**src/rtl/keccak_theta.sv**
```systemverilog
// Keccak-f[1600] theta step, lane-serial in and out.
// Loads 25 lanes (x fastest) into a buffer while accumulating column parities C[x],
// spends one cycle registering D[x] = C[x-1] ^ rol(C[x+1], 1), then streams
// buf[k] ^ D[k%5] back out in the same lane order.
// Optional build macro: KECCAK_THETA_COLPAR_EN adds o_colpar = {C[4],...,C[0]}.
module keccak_theta #(
  parameter int unsigned BW_A   = 64,
  parameter int unsigned N_LANE = 25,
  parameter int unsigned BW_IDX = 5
) (
  input  logic              i_clk,
  input  logic              i_rst,
  input  logic [BW_A-1:0]   i_lane,
  input  logic              i_valid,
  output logic              o_ready,
  output logic [BW_A-1:0]   o_lane,
  output logic              o_valid,
  input  logic              i_ready,
  output logic              o_busy
`ifdef KECCAK_THETA_COLPAR_EN
  ,
  output logic [5*BW_A-1:0] o_colpar
`endif
);

  localparam logic [1:0] ST_LOAD = 2'd0;
  localparam logic [1:0] ST_CALC = 2'd1;
  localparam logic [1:0] ST_EMIT = 2'd2;

  localparam logic [BW_IDX-1:0] LAST_IDX = BW_IDX'(N_LANE - 1);
  localparam logic [2:0]        LAST_X   = 3'd4;

  logic [1:0]        state;
  logic [BW_IDX-1:0] cnt;
  logic [2:0]        x_cnt;
  logic [2:0]        y_cnt;
  logic [BW_A-1:0]   lane_buf [N_LANE];
  logic [BW_A-1:0]   col_par  [5];
  logic [BW_A-1:0]   theta_d  [5];
  logic              in_hs;
  logic              out_hs;

  function automatic logic [BW_A-1:0] rol1(input logic [BW_A-1:0] v);
    return {v[BW_A-2:0], v[BW_A-1]};
  endfunction

  // Handshake flags and state-decoded outputs; o_lane muxes straight from the buffer.
  always_comb begin
    o_ready = (state == ST_LOAD);
    o_valid = (state == ST_EMIT);
    o_busy  = (state != ST_LOAD);
    in_hs   = i_valid & o_ready;
    out_hs  = o_valid & i_ready;
    o_lane  = o_valid ? (lane_buf[cnt] ^ theta_d[x_cnt]) : '0;
  end

  // FSM and lane/column/row counters; counters wrap only on a state transition.
  always_ff @(posedge i_clk) begin
    if (i_rst) begin
      state <= ST_LOAD;
      cnt   <= '0;
      x_cnt <= '0;
      y_cnt <= '0;
    end else begin
      case (state)
        ST_LOAD: begin
          if (in_hs) begin
            if (cnt == LAST_IDX) begin
              state <= ST_CALC;
              cnt   <= '0;
              x_cnt <= '0;
              y_cnt <= '0;
            end else begin
              cnt <= cnt + 1'b1;
              if (x_cnt == LAST_X) begin
                x_cnt <= '0;
                y_cnt <= y_cnt + 1'b1;
              end else begin
                x_cnt <= x_cnt + 1'b1;
              end
            end
          end
        end
        ST_CALC: state <= ST_EMIT;
        ST_EMIT: begin
          if (out_hs) begin
            if (cnt == LAST_IDX) begin
              state <= ST_LOAD;
              cnt   <= '0;
              x_cnt <= '0;
              y_cnt <= '0;
            end else begin
              cnt <= cnt + 1'b1;
              if (x_cnt == LAST_X) begin
                x_cnt <= '0;
                y_cnt <= y_cnt + 1'b1;
              end else begin
                x_cnt <= x_cnt + 1'b1;
              end
            end
          end
        end
        default: state <= ST_LOAD;
      endcase
    end
  end

  // Column parity accumulation (row 0 overwrites, so no clear cycle) and D registration.
  always_ff @(posedge i_clk) begin
    if (i_rst) begin
      for (int unsigned i = 0; i < 5; i++) begin
        col_par[i] <= '0;
        theta_d[i] <= '0;
      end
    end else begin
      if (in_hs) begin
        col_par[x_cnt] <= (y_cnt == 3'd0) ? i_lane : (col_par[x_cnt] ^ i_lane);
      end
      if (state == ST_CALC) begin
        theta_d[0] <= col_par[4] ^ rol1(col_par[1]);
        theta_d[1] <= col_par[0] ^ rol1(col_par[2]);
        theta_d[2] <= col_par[1] ^ rol1(col_par[3]);
        theta_d[3] <= col_par[2] ^ rol1(col_par[4]);
        theta_d[4] <= col_par[3] ^ rol1(col_par[0]);
      end
      if (out_hs && (cnt == LAST_IDX)) begin
        for (int unsigned i = 0; i < 5; i++) begin
          col_par[i] <= '0;
        end
      end
    end
  end

  // Lane buffer; contents are don't-care after reset, so no reset here.
  always_ff @(posedge i_clk) begin
    if (in_hs) begin
      lane_buf[cnt] <= i_lane;
    end
  end

`ifdef KECCAK_THETA_COLPAR_EN
  assign o_colpar = {col_par[4], col_par[3], col_par[2], col_par[1], col_par[0]};
`endif

endmodule

```
**config.mk**
```make
export PLATFORM = sky130hd
export DESIGN_NAME = keccak_theta
export DESIGN_NICKNAME = d
export VERILOG_FILES = /design/src/rtl/keccak_theta.sv
export SDC_FILE = /design/constraint.sdc
export NUM_CORES = 2
export LEC_CHECK = 0
export ABC_AREA = 1
export BUFFER_PORTS_ARGS = -buffer_cell sky130_fd_sc_hd__buf_4
export CORE_UTILIZATION = 35
export CTS_CLUSTER_SIZE = 24
export DETAILED_ROUTE_END_ITERATION = 10
export PLACE_DENSITY_LB_ADDON = 0.3
export SETUP_SLACK_MARGIN = 0.15
export SLEW_MARGIN = 40
export SYNTH_ARGS = -nofsm -noshare
export SYNTH_HDL_FRONTEND = slang
export SYNTH_SLANG_ARGS = --single-unit
export TNS_END_PERCENT = 10
```
**constraint.sdc**
```tcl
create_clock -name i_clk -period 9.6 [get_ports i_clk]
set_clock_uncertainty 0.1 [all_clocks]
set_input_delay 0.96 -clock i_clk [delete_from_list [all_inputs] [get_ports i_clk]]
set_output_delay 0.96 -clock i_clk [all_outputs]
set_load 0.01 [all_outputs]
```
==> run_summary.xml <==
<?xml version="1.0" encoding="UTF-8"?>
<metrics>
  <group name="pwr">
    <metric name="leakage" unit="nW">45.2</metric>
    <metric name="p_comb_frac" unit="">0.080</metric>
    <metric name="ir_drop_worst_case_vdd" unit="µV">168</metric>
    <metric name="power_frac_seq" unit="">0.526</metric>
    <metric name="sw_share" unit="">0.241</metric>
    <metric name="p_switching" unit="W">0.00556</metric>
    <metric name="clock_power_share" unit="">0.394</metric>
    <metric name="pwr_density_cell" unit="mW/mm²">190</metric>
    <metric name="p_int" unit="W">0.0175</metric>
  </group>
  <group name="clock_network">
    <metric name="clk_lat_worst_skew" unit="ns">0.92</metric>
    <metric name="postCtsSetupRepairBufs" unit="">0</metric>
    <metric name="cts_tree" unit="">built</metric>
    <metric name="cts_buffers" unit="">243</metric>
    <metric name="clk_transition_reported_paths" unit="ns">0.07</metric>
    <metric name="h-tree-depth" unit="">4</metric>
    <metric name="cts_hold_buffers" unit="">0</metric>
    <metric name="clk_root_buffer_cell" unit="">clkbuf_16</metric>
    <metric name="clockBufferDepth" unit="">4</metric>
    <metric name="tritoncts_num_sinks" unit="">2453</metric>
    <metric name="cts.repair.resized" unit="">0</metric>
  </group>
  <group name="setup_path">
    <metric name="critPathLaunchType" unit="">flop</metric>
    <metric name="r2r_cells" unit="">8</metric>
    <metric name="cp_max_fo" unit="">65</metric>
    <metric name="timing.critical_path.to_type" unit="">output port</metric>
    <metric name="cp_data_required_time" unit="ns">8.54</metric>
    <metric name="critical_path_class" unit="">flop to output port</metric>
    <metric name="arrival" unit="ns">5.35</metric>
  </group>
  <group name="synth">
    <metric name="post_synth_inst_count" unit="">9978</metric>
    <metric name="netlist_top_cells_area" unit="">edfxtp_1, nand2_1, nand3_1</metric>
    <metric name="synthesis.yosys.warnings" unit="">0</metric>
    <metric name="synth-edff-count" unit="">2432</metric>
    <metric name="synth_top_flop_cell" unit="">edfxtp_1</metric>
    <metric name="synth_top_cell_by_area" unit="">edfxtp_1</metric>
    <metric name="post_synth_instance_area" unit="mm²">0.109</metric>
    <metric name="yosysUniqueCellTypes" unit="">40</metric>
    <metric name="synth_async_sr_flop_share" unit="">0</metric>
    <metric name="synth_nets" unit="">10054</metric>
    <metric name="synth_largest_type_area_fraction" unit="">0.673</metric>
    <metric name="ys_seq_area_frac" unit="">0.677</metric>
    <metric name="post_synthesis_register_bit_count" unit="">2453</metric>
    <metric name="postSynthAreaPerCell" unit="µm²">10.9</metric>
  </group>
  <group name="status">
    <metric name="outcome" unit="">complete, no violations</metric>
  </group>
  <group name="routing">
    <metric name="remaining_drc_errors" unit="">0</metric>
    <metric name="drtIter0Drc" unit="">8241</metric>
    <metric name="router_iterations_before_antenna_repair" unit="">6</metric>
    <metric name="maxUsedRoutingLayer" unit="">met5</metric>
    <metric name="wirelength" unit="µm">334000</metric>
    <metric name="viasPerCell" unit="">5.14</metric>
    <metric name="m1WireLength" unit="µm">139000</metric>
    <metric name="routed-wl-met2" unit="µm">159000</metric>
    <metric name="drtAntennaViolNets" unit="">0</metric>
    <metric name="total_vias_in_the_final_route" unit="">73196</metric>
    <metric name="drt-wirelength-per-cell" unit="µm">23.5</metric>
    <metric name="detailroute.wirelength.met3" unit="µm">23400</metric>
  </group>
  <group name="place">
    <metric name="detailedPlacementHpwl" unit="µm">187000</metric>
    <metric name="gp_routability_congestion" unit="">0.838</metric>
    <metric name="port-buffer-count" unit="">134</metric>
  </group>
  <group name="floorplanning">
    <metric name="floorplan.core_area" unit="mm²">0.309</metric>
    <metric name="design.portCount" unit="">135</metric>
    <metric name="die_height" unit="µm">559</metric>
    <metric name="starting_density" unit="">0.352</metric>
    <metric name="die_area" unit="mm²">0.312</metric>
    <metric name="standard_cell_rows" unit="">204</metric>
    <metric name="dieWidth" unit="µm">559</metric>
  </group>
  <group name="sta">
    <metric name="timing.setup.tns" unit="ns">0</metric>
    <metric name="hold_viol" unit="">0</metric>
    <metric name="slew_of_the_pin_with_the_lowest_slew_margin" unit="ns">0.931</metric>
    <metric name="timing.final.max_slew_violations" unit="">0</metric>
    <metric name="finalSetupViolCount" unit="">0</metric>
    <metric name="grt_setup_unrepaired" unit="">false</metric>
    <metric name="achievable-frequency" unit="GHz">0.156</metric>
    <metric name="period_needed" unit="ns">6.41</metric>
    <metric name="slew_headroom" unit="">0.380</metric>
    <metric name="ratio_of_final_minimum_period_to_clock_period" unit="">0.668</metric>
  </group>
  <group name="hold_path">
    <metric name="holdCritPathClass" unit="">primary input to flop</metric>
    <metric name="hold-path-cell-count" unit="">2</metric>
  </group>
  <group name="global_routing">
    <metric name="grt_first_pass_wirelength" unit="µm">482000</metric>
    <metric name="grt_pass1_vias" unit="">69810</metric>
    <metric name="antenna_violations_before_repair" unit="">34</metric>
    <metric name="grt-ovfl-total" unit="">0</metric>
    <metric name="grt_max_degree" unit="">199</metric>
    <metric name="grt_util_all_layers" unit="">0.207</metric>
  </group>
  <group name="layout">
    <metric name="area_delta_synth_final" unit="%">11.7</metric>
    <metric name="finish.utilization" unit="">0.393</metric>
    <metric name="number_of_nets_at_the_end_of_the_flow" unit="">9999</metric>
    <metric name="layout.filler_cells" unit="">29442</metric>
    <metric name="layout-drive-gt1-share" unit="">0.0911</metric>
  </group>
  <group name="flow_run">
    <metric name="maxCapViolations" unit="">0</metric>
  </group>
</metrics>
[flip-flops by register name, indices dropped and copies added (netlist names), named ones only]
signal and cells:
cnt 5, lane_buf 1600, x_cnt 3, y_cnt 3
state 2, col_par 512, theta_d 320
[logic make-up after synthesis]
logic type      count (synthesis)  synth area share
xor+xnor                      383            0.0353
buf+inv                      1341            0.0533
mux                             1         0.0000922
compound gates                632            0.0354
flops                        2453             0.677
simple gates                 5160             0.199
fa+ha+maj                       8          0.000922
[synth_stat cells, types with 3 or more instances]
cell	number
edfxtp_1	2432
nor3_1	6
a21oi_1	175
nor2_1	1145
xnor2_1	320
o21ai_0	210
dfxtp_1	21
clkinv_1	3
nand3_2	53
or2_0	5
a22oi_1	40
xor2_2	63
nor2_2	52
buf_1	42
buf_2	284
ha_1	8
clkbuf_1	195
o211ai_2	51
or2_2	46
o211ai_1	76
nand2_1	2604
buf_4	16
nand3_1	1237
buf_6	36
inv_1	756
or2_1	8
o21ai_1	77
[area by class of cell]
type / instances / area, µm² / share of cell area
well taps: 4120 / 5150 / 0.0425
flip-flops and latches: 2453 / 73500 / 0.606
diodes: 6 / 15.0 / 0.000124
repair buffers: 279 / 2690 / 0.0222
inverters: 762 / 2930 / 0.0241
multi-input cells: 6184 / 29700 / 0.245
clock buffers: 315 / 6490 / 0.0535
clock inverters: 116 / 842 / 0.00694
[power by group through the flow]
stage,sequential [W],combinational [W],clock (W)
floorplan,0.0123,0.00120,0
global placement,0.0123,0.00179,0
detailed placement,0.0123,0.00183,0
CTS,0.0121,0.00184,0.00918
global route,0.0121,0.00202,0.00956
finish,0.0121,0.00185,0.00907
[cells in the final DEF (no fill, tap or decap), drive strengths merged, types with 6 or more instances in the layout]
| cell type | count |
|---|---|
| a21oi | 175 |
| a22oi | 40 |
| buf | 279 |
| bufinv | 10 |
| clkbuf | 315 |
| clkinv | 97 |
| clkinvlp | 7 |
| dfxtp | 21 |
| diode | 6 |
| edfxtp | 2432 |
| ha | 8 |
| inv | 764 |
| nand2 | 2604 |
| nand3 | 1290 |
| nor2 | 1197 |
| nor3 | 6 |
| o211ai | 127 |
| o21ai | 287 |
| or2 | 59 |
| xnor2 | 320 |
| xor2 | 63 |
[worst max-delay path, cell delays in order (launching register included)]
cell and delay, ns:
dfxtp_4 0.69, buf_4 0.62, buf_4 0.82, buf_4 0.80
nand3_1 0.16, nand3_1 0.12, nand3_1 0.08, nand2_1 0.10
nand2_1 0.07, nand3_1 0.10, nand2_1 0.06, nor2_1 0.43
buf_4 0.22
[path summary, 6_finish.rpt]
path                  from        endpoint  slack [ns]
setup reg to reg  state[0]  col_par[1][23]        5.47
setup / recovery      flop      o_lane[21]        3.19
hold / removal       i_rst        state[1]        0.18
hold reg to reg   y_cnt[1]        y_cnt[1]        0.42
[through the flow]
| stage | area (µm²) | hold slack [ns] | worst slack [ns] | cells | power [W] |
|---|---|---|---|---|---|
| floorplan | 109000 | 0.355 | 0.910 | 9978 | 0.0135 |
| global placement | 113000 | 0.367 | 4.23 | 13777 | 0.0141 |
| detailed placement | 114000 | 0.396 | 4.25 | 13793 | 0.0142 |
| CTS | 121000 | 0.130 | 3.26 | 14224 | 0.0231 |
| global route | 121000 | 0.166 | 3.12 | 14231 | 0.0237 |
| finish | 121000 | 0.176 | 3.19 | 14235 | 0.0230 |
[routing by layer]
layer | up-vias | GRT usage
li1 | 33322 | -
met1 | 36458 | 0.278
met2 | 2821 | 0.345
met3 | 571 | 0.0257
met4 | 24 | 0.0771
met5 | - | 0
No activity file was read; power rests on OpenSTA's default activity.
